## src/rtl/ieee_fp_pkg.sv

```systemverilog
// Shared types and constants for the binary32 adder front end.
package ieee_fp_pkg;

   localparam int EXP_W    = 8;
   localparam int FRAC_W   = 23;
   localparam int FIELD_W  = 27;
   localparam int EXP_BIAS = 127;
   localparam logic [EXP_W-1:0] EXP_MAX = 8'hFF;

   typedef struct packed {
      logic              sign;
      logic [EXP_W-1:0]  exp;
      logic [FRAC_W-1:0] frac;
   } fp32_t;

   typedef enum logic [1:0] {
      IDLE  = 2'd0,
      SHIFT = 2'd1,
      DONE  = 2'd2
   } align_state_t;

endpackage

```

## src/rtl/ieee_unpack.sv

```systemverilog
// Combinational unpack of one binary32 operand into a 27-bit
// {hidden, frac, G, R, S} field plus special-value classification.
// Optional macro DENORM_EN: keep subnormals (hidden bit 0) instead of
// flushing exp=0 operands to zero.
module ieee_unpack
   import ieee_fp_pkg::*;
(
   input  fp32_t              op,
   output logic               hidden,
   output logic [FIELD_W-1:0] field,
   output logic               is_nan,
   output logic               is_inf,
   output logic               is_zero
);

   // Classify the operand and build its mantissa field with G/R/S cleared.
   always_comb begin
      hidden  = 1'b0;
      field   = {FIELD_W{1'b0}};
      is_nan  = 1'b0;
      is_inf  = 1'b0;
      is_zero = 1'b0;
      if (op.exp == EXP_MAX) begin
         hidden = 1'b1;
         field  = {1'b1, op.frac, 3'b000};
         is_nan = (op.frac != 23'd0);
         is_inf = (op.frac == 23'd0);
      end else if (op.exp != 8'd0) begin
         hidden = 1'b1;
         field  = {1'b1, op.frac, 3'b000};
      end else begin
`ifdef DENORM_EN
         field   = {1'b0, op.frac, 3'b000};
         is_zero = (op.frac == 23'd0);
`else
         field   = {FIELD_W{1'b0}};
         is_zero = 1'b1;
`endif
      end
   end

endmodule

```

## src/rtl/ieee_align_stage.sv

```systemverilog
// Operand alignment stage for the binary32 adder: unpack, order by
// magnitude, flag specials, then right-shift the smaller mantissa with
// an iterative sticky-preserving shifter.
// Optional macro DENORM_EN: subnormals use effective exponent 1.
module ieee_align_stage
   import ieee_fp_pkg::*;
#(
   parameter int SHIFT_STEP = 1,
   parameter int MAX_SHIFT  = 26
)
(
   input  logic               clk,
   input  logic               rst,
   input  logic               in_valid,
   output logic               in_ready,
   input  logic [31:0]        number1,
   input  logic [31:0]        number2,
   input  logic               command,
   output logic               out_valid,
   input  logic               out_ready,
   output logic [EXP_W-1:0]   exp_out,
   output logic [FIELD_W-1:0] mant_big,
   output logic [FIELD_W-1:0] mant_small,
   output logic               big_sign,
   output logic               eff_sub,
   output logic               swapped,
   output logic               is_nan,
   output logic               is_inf,
   output logic               inf_sign
);

   localparam int CNT_W = $clog2(MAX_SHIFT + 1);
   localparam logic [CNT_W-1:0] STEP_C = CNT_W'(SHIFT_STEP);
   localparam logic [CNT_W-1:0] MAX_C  = CNT_W'(MAX_SHIFT);
   localparam logic [EXP_W-1:0] MAX_D  = EXP_W'(MAX_SHIFT);

   fp32_t              op_a, op_b;
   logic               hidden_a, hidden_b, zero_a, zero_b;
   logic               nan_a, nan_b, inf_a, inf_b;
   logic [FIELD_W-1:0] field_a, field_b;
   logic               unused_flags;

   logic               s2e_s, eff_sub_s, swap_s, special_s;
   logic               nan_s, inf_s, inf_sign_s, big_sign_s;
   logic [30:0]        key_a_s, key_b_s;
   logic [EXP_W-1:0]   xexp_a_s, xexp_b_s, d_s, exp_big_s;
   logic [FIELD_W-1:0] big_field_s, small_field_s, shifted_s;
   logic [CNT_W-1:0]   sc_s, step_s;

   align_state_t       state_r, state_next;
   logic [CNT_W-1:0]   remaining_r;

   assign op_a = number1;
   assign op_b = number2;
   // Hidden bit and zero flags are implied by the field; kept for visibility.
   assign unused_flags = ^{hidden_a, hidden_b, zero_a, zero_b};

   ieee_unpack u_unpack_a (
      .op      (op_a),
      .hidden  (hidden_a),
      .field   (field_a),
      .is_nan  (nan_a),
      .is_inf  (inf_a),
      .is_zero (zero_a)
   );

   ieee_unpack u_unpack_b (
      .op      (op_b),
      .hidden  (hidden_b),
      .field   (field_b),
      .is_nan  (nan_b),
      .is_inf  (inf_b),
      .is_zero (zero_b)
   );

   // Signs, magnitude ordering, shift distance and special-value flags.
   always_comb begin
      s2e_s     = number2[31] ^ ~command;
      eff_sub_s = number1[31] ^ s2e_s;
      // Flushed fraction comes from the field so the compare sees +/-0.
      key_a_s   = {op_a.exp, field_a[FIELD_W-2:3]};
      key_b_s   = {op_b.exp, field_b[FIELD_W-2:3]};
      swap_s    = (key_b_s > key_a_s);
`ifdef DENORM_EN
      xexp_a_s  = (op_a.exp == 8'd0) ? 8'd1 : op_a.exp;
      xexp_b_s  = (op_b.exp == 8'd0) ? 8'd1 : op_b.exp;
`else
      xexp_a_s  = op_a.exp;
      xexp_b_s  = op_b.exp;
`endif
      if (swap_s) begin
         d_s           = xexp_b_s - xexp_a_s;
         exp_big_s     = op_b.exp;
         big_field_s   = field_b;
         small_field_s = field_a;
         big_sign_s    = s2e_s;
      end else begin
         d_s           = xexp_a_s - xexp_b_s;
         exp_big_s     = op_a.exp;
         big_field_s   = field_a;
         small_field_s = field_b;
         big_sign_s    = number1[31];
      end
      sc_s      = (d_s > MAX_D) ? MAX_C : d_s[CNT_W-1:0];
      special_s = nan_a | nan_b | inf_a | inf_b;
      nan_s     = nan_a | nan_b | (inf_a & inf_b & eff_sub_s);
      inf_s     = ~nan_s & (inf_a | inf_b);
      if (inf_s) begin
         inf_sign_s = inf_a ? number1[31] : s2e_s;
      end else begin
         inf_sign_s = 1'b0;
      end
   end

   // One SHIFT cycle: up to SHIFT_STEP single-bit sticky shifts.
   always_comb begin
      step_s    = (remaining_r < STEP_C) ? remaining_r : STEP_C;
      shifted_s = mant_small;
      for (int i = 0; i < SHIFT_STEP; i++) begin
         if (CNT_W'(i) < step_s) begin
            shifted_s = {1'b0, shifted_s[FIELD_W-1:2], shifted_s[1] | shifted_s[0]};
         end else begin
            shifted_s = shifted_s;
         end
      end
   end

   // State register.
   always_ff @(posedge clk) begin
      if (rst) begin
         state_r <= IDLE;
      end else begin
         state_r <= state_next;
      end
   end

   // Next-state logic: skip SHIFT for specials or zero distance.
   always_comb begin
      state_next = state_r;
      case (state_r)
         IDLE: begin
            if (in_valid) begin
               state_next = (special_s || (sc_s == {CNT_W{1'b0}})) ? DONE : SHIFT;
            end else begin
               state_next = IDLE;
            end
         end
         SHIFT: begin
            if (remaining_r <= step_s) begin
               state_next = DONE;
            end else begin
               state_next = SHIFT;
            end
         end
         DONE: begin
            if (out_ready) begin
               state_next = IDLE;
            end else begin
               state_next = DONE;
            end
         end
         default: state_next = IDLE;
      endcase
   end

   // Datapath registers: capture on accept, shift in SHIFT, hold otherwise.
   always_ff @(posedge clk) begin
      if (rst) begin
         remaining_r <= {CNT_W{1'b0}};
         exp_out     <= {EXP_W{1'b0}};
         mant_big    <= {FIELD_W{1'b0}};
         mant_small  <= {FIELD_W{1'b0}};
         big_sign    <= 1'b0;
         eff_sub     <= 1'b0;
         swapped     <= 1'b0;
         is_nan      <= 1'b0;
         is_inf      <= 1'b0;
         inf_sign    <= 1'b0;
      end else begin
         case (state_r)
            IDLE: begin
               if (in_valid) begin
                  remaining_r <= special_s ? {CNT_W{1'b0}} : sc_s;
                  exp_out     <= exp_big_s;
                  mant_big    <= special_s ? {FIELD_W{1'b0}} : big_field_s;
                  mant_small  <= special_s ? {FIELD_W{1'b0}} : small_field_s;
                  big_sign    <= big_sign_s;
                  eff_sub     <= eff_sub_s;
                  swapped     <= swap_s;
                  is_nan      <= nan_s;
                  is_inf      <= inf_s;
                  inf_sign    <= inf_sign_s;
               end
            end
            SHIFT: begin
               mant_small  <= shifted_s;
               remaining_r <= remaining_r - step_s;
            end
            default: begin
               remaining_r <= remaining_r;
            end
         endcase
      end
   end

   assign in_ready  = (state_r == IDLE);
   assign out_valid = (state_r == DONE);

endmodule
```

## config.mk

```make
export PLATFORM = sky130hd
export DESIGN_NAME = ieee_align_stage
export DESIGN_NICKNAME = d
export VERILOG_FILES = /design/src/rtl/ieee_fp_pkg.sv /design/src/rtl/ieee_unpack.sv /design/src/rtl/ieee_align_stage.sv
export SDC_FILE = /design/constraint.sdc
export NUM_CORES = 1
export LEC_CHECK = 0
export CORE_ASPECT_RATIO = 1.75
export CORE_MARGIN = 2
export CORE_UTILIZATION = 25
export CTS_BUF_LIST = sky130_fd_sc_hd__clkbuf_4
export CTS_CLUSTER_DIAMETER = 120
export DETAILED_ROUTE_END_ITERATION = 10
export PLACE_DENSITY_LB_ADDON = 0.08
export SKIP_CTS_REPAIR_TIMING = 1
export SLEW_MARGIN = 20
export SYNTH_ARGS = -nofsm -noshare
export SYNTH_HDL_FRONTEND = slang
export SYNTH_SLANG_ARGS = --single-unit
```

## constraint.sdc

```tcl
create_clock -name clk -period 6.4 [get_ports clk]
set_input_delay 1.6 -clock clk [delete_from_list [all_inputs] [get_ports clk]]
set_output_delay 1.6 -clock clk [all_outputs]
set_load 0.02 [all_outputs]
```

==> results.toml <==
[clock_network]
clockBufferDepth = 2
htree_levels = 3
cts-root-buf = "clkbuf_4"
tritoncts = "built"
clock_sinks = 72
cts_buffers = 9
path_clk_slew_ns = 0.12
clock_latency_ns = 0.48

[grt]
grt_usage_pct = 18.3
antenna_found_initial = 1
first_global_vias = 5542
overflow = 0
grt_max_degree = 50
grt_pass1_wl_um = 30700

[critical_path]
cp-start-kind = "input port"
cpMostUsedCell = "nand2_1"
rrSetupSlack_ns = 4.33
cp_num_buf_inv = 4
cpMaxStageDelayCell = "o41ai_4"
worstSetupEndpointType = "flop"
arrival_ns = 5.95
cpPeakStageDelay_ns = 0.60
critPathRequiredTime_ns = 6.81
path_delay_family = "buffers and inverters"
cp_max_fo = 34
worstSetupPathType = "input port to flop"
crit_chain = "clkdlybuf4s50_1 -> nor4_1 -> nand2_1 -> buf_4 -> buf_4 -> nand2_1 -> ha_1 -> nand2_1 -> o21ai_0 -> or2b_2 -> a31oi_1 -> o41ai_4 -> buf_12 -> mux2i_1 -> a221oi_1 -> nor3_1"

[sta]
relSlewSlack_pct = 46.6
final-setup-viol-count = 0
tightest_slew_ns = 0.798
rsz0062_at_grt = "no"
finalCritPeriodShare_pct = 86.6
max_freq_ghz = 0.180
maxSlewViolCount = 0
clock_skew_ns = 0.0192
fin_setup_tns_ns = 0
finalHoldViolCount = 0
period_needed_ns = 5.54

[layout]
regArea_sq_um = 1440
fillerInstances = 2176
layout-drive-gt1-share_pct = 5.25
multi_input_area_sq_um = 3370
finalNetCount = 907
synthToLayoutAreaGrowth_pct = 31.8
stdcell_count = 1049

[place]
io_buffers = 135
dpl.hpwl_um = 16300
globalplace.congestion = 0.912
dp_cells = 1034

[floorplanning]
dieArea_sq_um = 22000
ioPinCount = 139
start_util_pct = 25.6
rows = 69
die_h_um = 195
core_area_sq_um = 20400
die_w_um = 113

[synth]
syn_inst = 682
synth_cell_types = 55
yosysTopAreaCell = "dfxtp_1"
yosysMostFrequentCell = "nand2_1"
syn_avg_cell_area_sq_um = 7.64
netlist_area_sq_um = 5210
netlist_top_cells_count = "74 x nand2_1, 72 x dfxtp_1, 71 x nor2_1"
synth-seq-area-share_pct = 27.7
ys.flop_type = "dfxtp_1"
yosys-top-cells-area = "dfxtp_1 28%, ha_1 9.4%, mux2i_1 5.4%, nand2_1 5.3%, nor2_1 5.1%"
ys_ff_latch = 72
synth_edf_count = 0
synth_top_area_share_pct = 27.7
async_flop_share_pct = 0
yosysWarningCount = 0

[detailed_routing]
detail_route.iter0.violations = 266
via_per_inst = 5.25
wl_met2_um = 11600
wl_per_cell_um = 19.4
vias = 5505
ant_nets = 0
route.met3.wl_um = 759
drc = 13
routed_wl_um = 20400
drt-met1-wl_um = 7040
top_layer = "met4"
drt-pass1-iter-count = 8

[power_and_ir_drop]
powerDensity_nw_per_um2 = 228
ir_drop_mv = 0.0777
leakagePower_uw = 0.00296

[worst_hold_path]
hold_class = "flop to flop"

[outcome]
violations = "DRC"
status = "finished, violations left"

[run]
cap_viol_max_count = 0
-- report_power, final --
part	internal, uW	leakage [uW]	switching (uW)	total (uW)
clock network	72.0	0.0000549	175	247
logic	319	0.00231	423	742
registers	517	0.000594	56.7	574
-- cells in the final DEF (no fill, tap or decap), drive strengths merged, types with 6 or more instances in the layout --
| cell | instances |
|---|---|
| inv | 47 |
| mux2i | 28 |
| nand3 | 35 |
| dfxtp | 72 |
| nor4 | 16 |
| a21o | 6 |
| ha | 39 |
| nand2b | 6 |
| xnor2 | 6 |
| a22o | 26 |
| a221oi | 23 |
| nor3 | 35 |
| a21oi | 30 |
| nor2 | 71 |
| nand2 | 74 |
| a211oi | 17 |
| o21ai | 41 |
| clkdlybuf4s50 | 134 |
| nand4 | 10 |
| buf | 16 |
| clkbuf | 9 |
-- routing by layer --
metal	track usage [%]	vias to the layer above
li1	-	2694
met1	17.4	2595
met2	36.0	165
met3	2.87	51
met4	9.98	0
met5	0	-
-- path summary, 6_finish.rpt --
path | from | cells after the start | to
worst max-delay path | number1[28] | 16 | mant_small[14]$_SDFFE_PP0P_
worst min register to register | is_inf$_SDFFE_PP0P_ | 1 | is_inf$_SDFFE_PP0P_
worst min-delay path | is_inf$_SDFFE_PP0P_ | 1 | is_inf$_SDFFE_PP0P_
worst max register to register | remaining_r[2]$_SDFFE_PP0P_ | 6 | mant_small[0]$_SDFFE_PP0P_
-- sequential cells by signal (all words and copies together), names as in the netlist, 2 cells and up --
name / count
remaining_r: 5
mant_small: 27
mant_big: 24
state_r: 2
exp_out: 8
-- metrics by stage --
| step | instance area [sq um] | total power [uW] | setup slack [ns] | hold WS [ns] | utilization [%] |
|---|---|---|---|---|---|
| finish | 6860 | 1560 | 0.857 | 0.482 | 33.7 |
| global route | 6860 | 1670 | 0.640 | 0.514 | 33.7 |
| CTS | 6860 | 1580 | 0.877 | 0.492 | 33.7 |
| detailed placement | 6770 | 1330 | 0.353 | 0.464 | 33.2 |
| global placement | 6770 | 1330 | 0.477 | 0.454 | 33.2 |
| floorplan | 5220 | 1020 | 1.75 | 0.480 | - |
-- kinds of logic after synthesis --
kind of cell	share of synthesized area (%)
buf+inv	7.98
xor+xnor	1.51
flops	27.7
mux	6.46
other cells	0.0720
fa+ha+maj	10.1
simple gates	23.0
compound gates	23.1
-- area by class of cell --
class	instances	share of cell area, %
Antenna cell	1	0.0365
Timing Repair Buffer	150	21.4
Sequential cell	72	21.0
Inverter	47	2.57
Clock buffer	9	0.984
Multi-Input combinational cell	517	49.1
Tap cell	248	4.52
Clock inverter	5	0.383
No activity file was read; power rests on OpenSTA's default activity.
